## config.mk

```make
export PLATFORM = sky130hd
export DESIGN_NAME = lcd_phy_arbiter
export DESIGN_NICKNAME = d
export VERILOG_FILES = /design/src/rtl/lcd_phy_arbiter_pkg.sv /design/src/rtl/lcd_phy_arbiter_pick.sv /design/src/rtl/lcd_phy_arbiter.sv
export SDC_FILE = /design/constraint.sdc
export NUM_CORES = 1
export LEC_CHECK = 0
export BUFFER_PORTS_ARGS = -buffer_cell sky130_fd_sc_hd__buf_4
export CORE_MARGIN = 4
export CORE_UTILIZATION = 46
export CTS_CLUSTER_DIAMETER = 40
export DETAILED_ROUTE_END_ITERATION = 16
export HOLD_SLACK_MARGIN = 0.02
export PLACE_DENSITY = 0.89
export SLEW_MARGIN = 25
export SYNTH_ARGS = -nofsm -noshare
export SYNTH_HDL_FRONTEND = slang
export SYNTH_SLANG_ARGS = --single-unit
export TNS_END_PERCENT = 30
```

## constraint.sdc

```tcl
create_clock -name clk -period 1.99 [get_ports clk]
set_input_delay 0.0995 -clock clk [delete_from_list [all_inputs] [get_ports clk]]
set_output_delay 0.0995 -clock clk [all_outputs]
set_load 0.005 [all_outputs]
```

## src/rtl/lcd_phy_arbiter_pkg.sv

```systemverilog
// Shared constants and types for the LCD PHY arbiter: arbitration modes,
// RS encodings, FSM state and the owner-index width helper.
package lcd_phy_arbiter_pkg;

  localparam int ARB_FIXED = 0;
  localparam int ARB_RR    = 1;

  localparam logic RS_CMD  = 1'b0;
  localparam logic RS_DATA = 1'b1;

  typedef enum logic {
    ST_IDLE   = 1'b0,
    ST_LOCKED = 1'b1
  } arb_state_t;

  // A single-user arbiter still needs a 1-bit owner index.
  function automatic int idx_w(input int n);
    return (n > 1) ? $clog2(n) : 1;
  endfunction

endpackage

```

## src/rtl/lcd_phy_arbiter_pick.sv

```systemverilog
// Combinational N-way picker: lowest valid index at or after the start pointer,
// wrapping modulo N; start is forced to 0 in fixed-priority mode.
module lcd_arb_pick
  import lcd_phy_arbiter_pkg::*;
#(
  parameter int N  = 2,
  parameter int IW = idx_w(N)
) (
  input  logic [N-1:0]  valid,
  input  logic [IW-1:0] rr_ptr,
  input  logic          mode,
  output logic [N-1:0]  grant,
  output logic [IW-1:0] idx
);

  logic [IW-1:0]  base;
  logic [2*N-1:0] dbl;
  logic [N-1:0]   rot;
  logic [IW-1:0]  off;
  logic [IW:0]    sum;
  logic           hit;

  // Doubling the vector turns the wrap-around into a plain window select.
  always_comb begin
    base = (mode == 1'(ARB_RR)) ? rr_ptr : '0;
    dbl  = {valid, valid};
    rot  = dbl[base +: N];
    hit  = 1'b0;
    off  = '0;
    for (int k = N - 1; k >= 0; k--) begin
      if (rot[k]) begin
        hit = 1'b1;
        off = IW'(k);
      end
    end
    sum = {1'b0, base} + {1'b0, off};
    if (sum >= (IW + 1)'(N)) begin
      sum = sum - (IW + 1)'(N);
    end
    idx   = sum[IW-1:0];
    grant = hit ? (N'(1) << idx) : '0;
  end

endmodule

```

## src/rtl/lcd_phy_arbiter.sv

```systemverilog
// Arbitrates N locked user transactions onto one registered LCD PHY beat stream.
// Latency 1 from accept to phy_*; usr_ready follows phy_ready combinationally.
module lcd_phy_arbiter
  import lcd_phy_arbiter_pkg::*;
#(
  parameter int N        = 2,
  parameter int W        = 8,
  parameter int ARB_MODE = ARB_FIXED
) (
  input  logic                 clk,
  input  logic                 rst,
  output logic [W-1:0]         phy_data,
  output logic                 phy_rs,
  output logic                 phy_last,
  output logic                 phy_valid,
  input  logic                 phy_ready,
  input  logic [W*N-1:0]       usr_data,
  input  logic [N-1:0]         usr_rs,
  input  logic [N-1:0]         usr_last,
  input  logic [N-1:0]         usr_valid,
  output logic [N-1:0]         usr_ready,
  output logic [idx_w(N)-1:0]  owner,
  output logic                 busy
);

  localparam int IW = idx_w(N);

  arb_state_t    state;
  logic [IW-1:0] rr_ptr;
  logic [IW-1:0] pick_idx;
  logic [N-1:0]  pick_grant;
  logic [IW-1:0] sel;
  logic [IW-1:0] next_ptr;
  logic          can_load;
  logic          accept;
  logic          acc_last;

  lcd_arb_pick #(
    .N  (N),
    .IW (IW)
  ) u_pick (
    .valid  (usr_valid),
    .rr_ptr (rr_ptr),
    .mode   (1'(ARB_MODE)),
    .grant  (pick_grant),
    .idx    (pick_idx)
  );

  // While locked the owner keeps the bus even with its valid low.
  always_comb begin
    can_load  = ~phy_valid | phy_ready;
    sel       = (state == ST_LOCKED) ? owner : pick_idx;
    usr_ready = '0;
    if (can_load) begin
      usr_ready = (state == ST_LOCKED) ? (N'(1) << owner) : pick_grant;
    end
    accept   = |(usr_valid & usr_ready);
    acc_last = usr_last[sel];
    next_ptr = (sel == IW'(N - 1)) ? '0 : sel + IW'(1);
  end

  always_ff @(posedge clk) begin
    if (rst) begin
      state     <= ST_IDLE;
      rr_ptr    <= '0;
      owner     <= '0;
      busy      <= 1'b0;
      phy_valid <= 1'b0;
      phy_data  <= '0;
      phy_rs    <= 1'b0;
      phy_last  <= 1'b0;
    end else begin
      if (accept) begin
        phy_valid <= 1'b1;
        phy_data  <= usr_data[W*sel +: W];
        phy_rs    <= usr_rs[sel];
        phy_last  <= acc_last;
      end else if (phy_ready) begin
        phy_valid <= 1'b0;
      end

      case (state)
        ST_IDLE: begin
          if (accept) begin
            owner <= sel;
            if (acc_last) begin
              rr_ptr <= next_ptr;
            end else begin
              state <= ST_LOCKED;
              busy  <= 1'b1;
            end
          end
        end
        ST_LOCKED: begin
          // Next arbitration happens from IDLE, one cycle after the last beat.
          if (accept && acc_last) begin
            state  <= ST_IDLE;
            busy   <= 1'b0;
            rr_ptr <= next_ptr;
          end
        end
        default: state <= ST_IDLE;
      endcase
    end
  end

endmodule

```

# Word-level counts from Yosys, hierarchy flattened
# Cells that the tools add are included.
dict set report totals {
  word_cells 47
  inputBits 25
  out_inout_bits 15
  regBits 14
}
dict set report op_classes {
  addsub 1
  eq_ne 3
  mux 22
  bitwise_logic 4
  shift 3
  reduce_logical 5
  n_lt_le_gt_ge 2
}
# op count
set ops {}
lappend ops {{two-way mux 1 bit} 17}
lappend ops {{indexed part select 16 x 5 -> 8 bit} 1}
lappend ops {{two-way mux 2 bit} 3}
lappend ops {{!= test 2 bit (second input constant)} 2}
lappend ops {{one-hot mux 1 bit (2 select lines)} 2}
lappend ops {{<< shifter 1 x 1 -> 2 bit (first input constant)} 2}
lappend ops {{AND reduction 3 bit} 1}
lappend ops {{bitwise AND 2 bit} 1}
lappend ops {{greater-or-equal comparator 1 x 2 -> 1 bit (second input constant)} 1}
lappend ops {{< comparator 1 x 2 -> 1 bit (second input constant)} 1}
lappend ops {{!= test 2 x 1 -> 1 bit (second input constant)} 1}
lappend ops {{NOT 1 bit} 2}
lappend ops {{AND reduction 2 bit} 1}
lappend ops {{nonzero test 2 bit} 1}
lappend ops {{OR reduction 2 bit} 1}
lappend ops {{logical AND 1 bit} 1}
lappend ops {{OR 1 bit} 1}
lappend ops {{subtractor 1 bit (second input constant)} 1}

# Longest topological paths before layout
# Gate-level depths: netlist of the first run.
dict set report logic_depth {
  word_depth 13
  ltp_mapped 5
  depth_no_buf 4
}

# Modules after synthesis
# Synthesis of the first run repeated with hierarchy kept, for this count alone.
dict set report unflattened {
  hier_cells 81
  hier_area_um2 825.8
}
# mod cells_each area_each_um2 n_inst seq_area_each_um2
set by_module_without_submodules {}
lappend by_module_without_submodules {lcd_phy_arbiter 76 789.5 1 300.3}
lappend by_module_without_submodules {lcd_arb_pick 5 36.3 1 0.0}

# Worst setup path before layout of the first run
# OpenSTA, ideal clock, no wires.
dict set report synth_path {
  kind {register -> register}
  startpoint {register (tool-made name)}
  endpoint {register phy_last}
  path_buffers 0
  arrival_ps 1260
  synth_period_minus_slack_ps 1348
  setup_time_ps 88
  slack_ps 642
  required_time_ps 1902
  path_stages_with_launch 4
  path_cell_list {dfxtp_1 or3b_4 a21bo_2 a311oi_2}
}
# item line
set synth_lines {}
lappend synth_lines {{to (signal assigned)} lcd_phy_arbiter.sv:77} ;# phy_last <= acc_last;
lappend synth_lines {{to (decl)} lcd_phy_arbiter.sv:14} ;# output logic phy_last,

==> results of run 1 <==
==> routing by layer <==
| metal | global-route usage (%) | vias to the layer above | wire length, um |
|---|---|---|---|
| li1 | - | 377 | - |
| met1 | 23.32 | 350 | 809 |
| met2 | 34.04 | 40 | 998 |
| met3 | 6.015 | 5 | 215 |
| met4 | 10.22 | 0 | 41 |
| met5 | 0 | - | 0 |
==> cell usage in the layout, fill, tap and decap left out, drive strengths merged, types with 2 or more instances in the layout <==
cell	count
nand3	11
a311oi	10
clkbuf	4
buf	40
nand2	12
dfxtp	14
mux2i	2
a21oi	3
nor2	14
a21bo	2
==> worst max-delay path, stage by stage (launching register included) <==
cell     delay (ns)
dfxtp_1        0.52
nand2_1        0.37
a21oi_1        0.24
buf_4          0.13
==> cells by family (layout without fill, tap and decap cells) <==
| group | count (synthesis) | count (layout) | synth area share, % |
|---|---|---|---|
| DFF | 14 | 14 | 38.16 |
| muxes | 2 | 2 | 2.726 |
| buffers and inverters | 6 | 45 | 4.770 |
| AOI/OAI and AO/OA | 18 | 18 | 28.28 |
| and+or+nand+nor | 42 | 42 | 26.07 |
==> synthesized netlist by cell type, types with 2 or more instances <==
cell type and instances:
a311oi_2 8, a21bo_2 2, nand2_1 11, clkbuf_1 2
a311oi_1 2, nor2_1 14, nand3_1 11, a21oi_1 3
dfxtp_1 14, mux2i_1 2
==> stage by stage <==
| step | hold WS, ns | cells | area [um^2] | utilization [%] |
|---|---|---|---|---|
| floorplan | 0.1674 | 82 | 734.5 | - |
| global placement | 0.3830 | 133 | 1023 | 67.94 |
| detailed placement | 0.3943 | 133 | 1023 | 67.94 |
| CTS | 0.09422 | 137 | 1060 | 70.35 |
| global route | 0.1173 | 137 | 1060 | 70.35 |
| finish | 0.09738 | 137 | 1060 | 70.35 |
==> area by class of cell <==
| type | count | area (um^2) | share of cell area, % |
|---|---|---|---|
| clock buffer | 4 | 36.28 | 3.424 |
| timing repair buffer | 40 | 300.3 | 28.34 |
| sequential | 14 | 280.3 | 26.45 |
| inverter | 1 | 3.754 | 0.3542 |
| tap | 16 | 20.02 | 1.889 |
| multi-input combinational | 62 | 419.2 | 39.55 |
==> state kept, by name, summed over array words and instances, names as in the netlist, named ones only <==
register / cells
phy_valid: 1
owner: 1
phy_data: 8
busy: 1
phy_rs: 1
phy_last: 1
==> final timing paths <==
check | depth (start not counted) | start | end
setup / recovery | 3 | flop | usr_ready[1]
hold / removal | 3 | usr_rs[1] | phy_rs
setup reg to reg | 4 | flop | phy_data[0]
hold reg to reg | 2 | phy_rs | phy_rs
==> where the power goes <==
group | switching [W] | internal [W]
Clock | 0.0000936 | 0.000111
Combinational | 0.000107 | 0.000126
Sequential | 0.0000226 | 0.000313
==> reports/results.ini, run 1 <==
[route]
num_vias=772
dr.pass1.iters=4
routed_wl_um=2064
drtIter0Drc=21
detail-route-antenna-nets=0
drc=0
routedWlPerCell_um=15.07
routed_via_density=5.635

[die]
rows=14
coreArea_um2=1506
die_w_um=47.96
die_area_um2=2300
io_pins=40
chipHeight_um=47.96
initial_utilization_pct=48.75

[final_layout]
drive_above_1_share_pct=47.11
n_fill_cell=115
area_growth_pct=44.29
final_net_count=147
antenna_cells=0

[clock_network]
clock-sinks=14
clk_pin_slew_ns=0.09
insertion_delay_ns=0.28
cts_buffers=3
cts_buffer_depth=2
tritoncts=built
post_cts_resized=0
postCtsSetupBuffers=0
root_buffer=clkbuf_4
hold_buffers=0
cts_max_level=1

[timing]
worst_slack_ns=0.3478
final.period_utilization_pct=82.52
drv_slew=0
timing.setup.tns_ns=0
hold_viol=0
period_needed_ns=1.642
slew_headroom_pct=69.03
clock.fmax_mhz=608.9
skew_ns=0.006750
rsz0062_at_grt=false
setup_viol=0
worst_pin_slew_ns=0.4634

[place]
place_congestion=0.7713
portBuffers=39
pre_cts_ws_ns=0.3990
hpwl_um=1566

[worst_setup_path]
rrSetupSlack_ns=0.35
crit_required_ns=1.89
cp.arrival_ns=1.54
cp_max_fo=13
worstSetupPathType=flop to primary output
cp-end-kind=primary output
start_kind=flop

[synth]
synth-edff-count=0
avgSynthCellArea_um2=8.957
syn_area_um2=734.5
synth.area.top_cells=dfxtp_1 (38%), a311oi_2 (16%), nand3_1 (7.5%), nor2_1 (7.2%), nand2_1 (5.6%)
synth_ff_type=dfxtp_1
synth_nets=107
syn_inst=82
ys_types=23
synth.top_cell.area_share_pct=38.16
yosysSeqAreaShare_pct=38.16
ys_seq_elements=14
yosys.area.top_type=dfxtp_1
ys_warn_count=0
ys_async_sr_fraction_pct=0

[grt]
first_global_vias=729
grt-ovfl-total=0
grt_pass1_wl_um=3215
grt_max_degree=25
grt_antenna_before_repair=0
grtUsageTotal_pct=20.35

[flow_run]
cap_violations=0

[power_and_ir_drop]
powerDensity_nw_per_um2=729.1
vdd_ir_drop_max_mv=0.4240
total_power_w=0.0007727
p_leak_nw=0.4714

[worst_hold_path]
hp-class=input pin to flop

[run_status]
status=complete, no violations

No activity file was read; power rests on OpenSTA's default activity.
==> run 2: changes to the inputs <==
ABC_AREA = 1   (was not set)
CORE_UTILIZATION = 42   (was 46)
PLACE_DENSITY = 0.83   (was 0.89)
clock period = 1.6 ns   (was 1.99 ns; I/O delays follow)
==> run 2 against run 1 <==
Compared with the run above: utilization shrank 2.4 points; final cell count grew 28%; worst hold slack gained 0.026 ns; first-iteration DRC count shrank 62%; clock power grew 22%; clock-buffer cell count is the same; register-to-register slack lost 0.19 ns.
==> reports/results.ini, run 2 <==
[run_status]
status=complete, no violations

[synth]
ys_seq_elements=14  ; unchanged
yosys.area.top_type=dfxtp_1
synth_nets=144  ; +35%
netlist_top_cells_count=nand2_1 (43), nor2_1 (21), dfxtp_1 (14)
yosysMostFrequentCell=nand2_1
yosysSeqAreaShare_pct=38.23  ; +0.065 points
syn_area_um2=733.2  ; -0.17%
syn_inst=119  ; +45%
synth-edff-count=0  ; unchanged
synth_ff_type=dfxtp_1
synth.top_cell.area_share_pct=38.23  ; +0.065 points
ys_types=17  ; -26%
avgSynthCellArea_um2=6.161  ; -31%
ys_async_sr_fraction_pct=0  ; unchanged
ys_warn_count=0  ; unchanged
synth.area.top_cells=dfxtp_1 (38%), nand2_1 (22%), nor2_1 (11%), o21ai_1 (6.1%), inv_1 (5.6%)

[final_layout]
regMostFlops=phy_data
area_growth_pct=46.08
multiInputGateArea_um2=371.6  ; -11%
seq_area_um2=280.3  ; unchanged
largest_register_ffs=8  ; unchanged
final_common_cell=nand2_1
n_fill_cell=150  ; +30%
antenna_cells=0  ; unchanged
final_net_count=186  ; +27%
final_cell_mix=nand2_1 (42), buf_4 (40), nor2_1 (21)
drive_above_1_share_pct=33.75  ; -13 points

[power_and_ir_drop]
powerDensity_nw_per_um2=965.0  ; +32%
vdd_ir_drop_max_mv=0.5426  ; +28%
p_leak_nw=0.6112  ; +30%

[route]
routed_wl_um=1971  ; -4.5%
routed_via_density=4.818  ; -14%
detail-route-antenna-nets=0  ; unchanged
routedWlPerCell_um=11.20  ; -26%
drtIter0Drc=8  ; -62%
dr.pass1.iters=4  ; unchanged
drc=0  ; unchanged
num_vias=848  ; +9.8%

[place]
hpwl_um=1537  ; -1.9%
portBuffers=39  ; unchanged
place_congestion=0.8497  ; +10%
pre_cts_ws_ns=0.1838  ; -0.2152 ns

[timing]
skew_ns=0.006030  ; -0.0007198 ns
timing.setup.tns_ns=0  ; unchanged
worst_pin_slew_ns=0.3457  ; -0.1177 ns
rsz0062_at_grt=false
final.period_utilization_pct=90.21
period_needed_ns=1.443
worst_slack_ns=0.1566  ; -0.1912 ns
hold_viol=0  ; unchanged
clock.fmax_mhz=692.8
drv_slew=0  ; unchanged
setup_viol=0  ; unchanged
slew_headroom_pct=76.93  ; +7.9 points

[worst_setup_path]
cp_max_fo=13  ; unchanged
start_kind=flop
worstSetupPathType=flop to flop
crit_path_max_incr_delay_ns=0.45  ; -0.07 ns
path_cells=nor2_2 -> nor2_1 -> nand3_1 -> nand2_2 -> inv_2 -> nor2_1 -> nor2_1
cp-end-kind=flop
cp.arrival_ns=1.61  ; +0.07 ns
path_buf_inv=1  ; unchanged
worst_path_max_delay_cell=dfxtp_1
crit_required_ns=1.77  ; -0.12 ns
cpLargestDelayFamily=simple AND/OR/NAND/NOR gates
crit_path_frequent_cell=nor2_1

[die]
chipHeight_um=49.78  ; +3.8%
coreArea_um2=1577  ; +4.7%
initial_utilization_pct=46.51  ; -2.2 points
die_area_um2=2478  ; +7.8%
rows=14  ; unchanged
io_pins=40  ; unchanged
die_w_um=49.78  ; +3.8%

[clock_network]
clock-sinks=14  ; unchanged
tritoncts=built
postCtsSetupBuffers=0  ; unchanged
cts_max_level=1  ; unchanged
root_buffer=clkbuf_4
cts_buffers=3  ; unchanged
insertion_delay_ns=0.27  ; about the same
cts_buffer_depth=2  ; unchanged
clk_pin_slew_ns=0.09  ; about the same

[grt]
grt-ovfl-total=0  ; unchanged
grtUsageTotal_pct=17.28  ; -3.1 points
grt_max_degree=14  ; -44%
grt_antenna_before_repair=0  ; unchanged
grt_pass1_wl_um=3353  ; +4.3%
first_global_vias=864  ; +19%

[worst_hold_path]
hp-class=input pin to flop

[flow_run]
cap_violations=0  ; unchanged

run 2: stage by stage:
stage	instances	instance area [um^2]	hold WS, ns	utilization (%)	total power [W]
CTS	176	1069	0.1108	67.78	0.001036
detailed placement	171	1022	0.2611	64.84	0.0007860
finish	176	1071	0.1233	67.94	0.001034
global route	176	1071	0.1140	67.94	0.001106
floorplan	119	733.2	0.1491	-	0.0006339
global placement	171	1022	0.2633	64.84	0.0007765
run 2: final timing paths:
| path | from | endpoint | slack, ns | cells past startpoint |
|---|---|---|---|---|
| max | flop | phy_rs | 0.16 | 7 |
| min reg2reg | phy_last | phy_last | 0.47 | 2 |
| min | usr_valid[1] | owner | 0.12 | 3 |
| max reg2reg | flop | phy_rs | 0.16 | 7 |
run 2: layout make-up:
| cell class | instances | area share (%) |
|---|---|---|
| inverters | 14 | 4.907 |
| flip-flops and latches | 14 | 26.17 |
| clock buffers | 4 | 3.388 |
| repair buffers | 41 | 28.97 |
| multi-input cells | 87 | 34.70 |
| well taps | 16 | 1.869 |
run 2: power by group:
| group | switching [W] | internal (W) | total [W] |
|---|---|---|---|
| Clock | 0.000112 | 0.000138 | 0.000250 |
| Combinational | 0.000183 | 0.000170 | 0.000352 |
| Sequential | 0.0000336 | 0.000398 | 0.000432 |
run 2: tightest hold or removal path: stages:
cell and delay [ns]:
buf_4 0.12, nand3_1 0.08, a21oi_1 0.06
run 2: logic make-up (layout without fill, tap and decap cells):
logic type | Yosys count | count (layout) | synth area share, %
and+or+nand+nor | 74 | 74 | 40.44
AOI/OAI and AO/OA | 13 | 13 | 9.898
buffers and inverters | 18 | 59 | 11.43
DFF | 14 | 14 | 38.23
run 2: metal layers:
metal | share of wire (%) | up-vias | global-route usage, %
met5 | 0 | - | 0
met4 | 0.51 | 0 | 7.373
met3 | 8.6 | 2 | 6.627
met2 | 50 | 32 | 30.62
met1 | 41 | 370 | 17.95
li1 | - | 444 | -
run 2: repair_timing:
action                                  CTS  global route
hold buffers                              1             0
endpoints found under the hold margin     2             0
endpoints found under the setup margin    0             1
gates resized for setup                   0             1
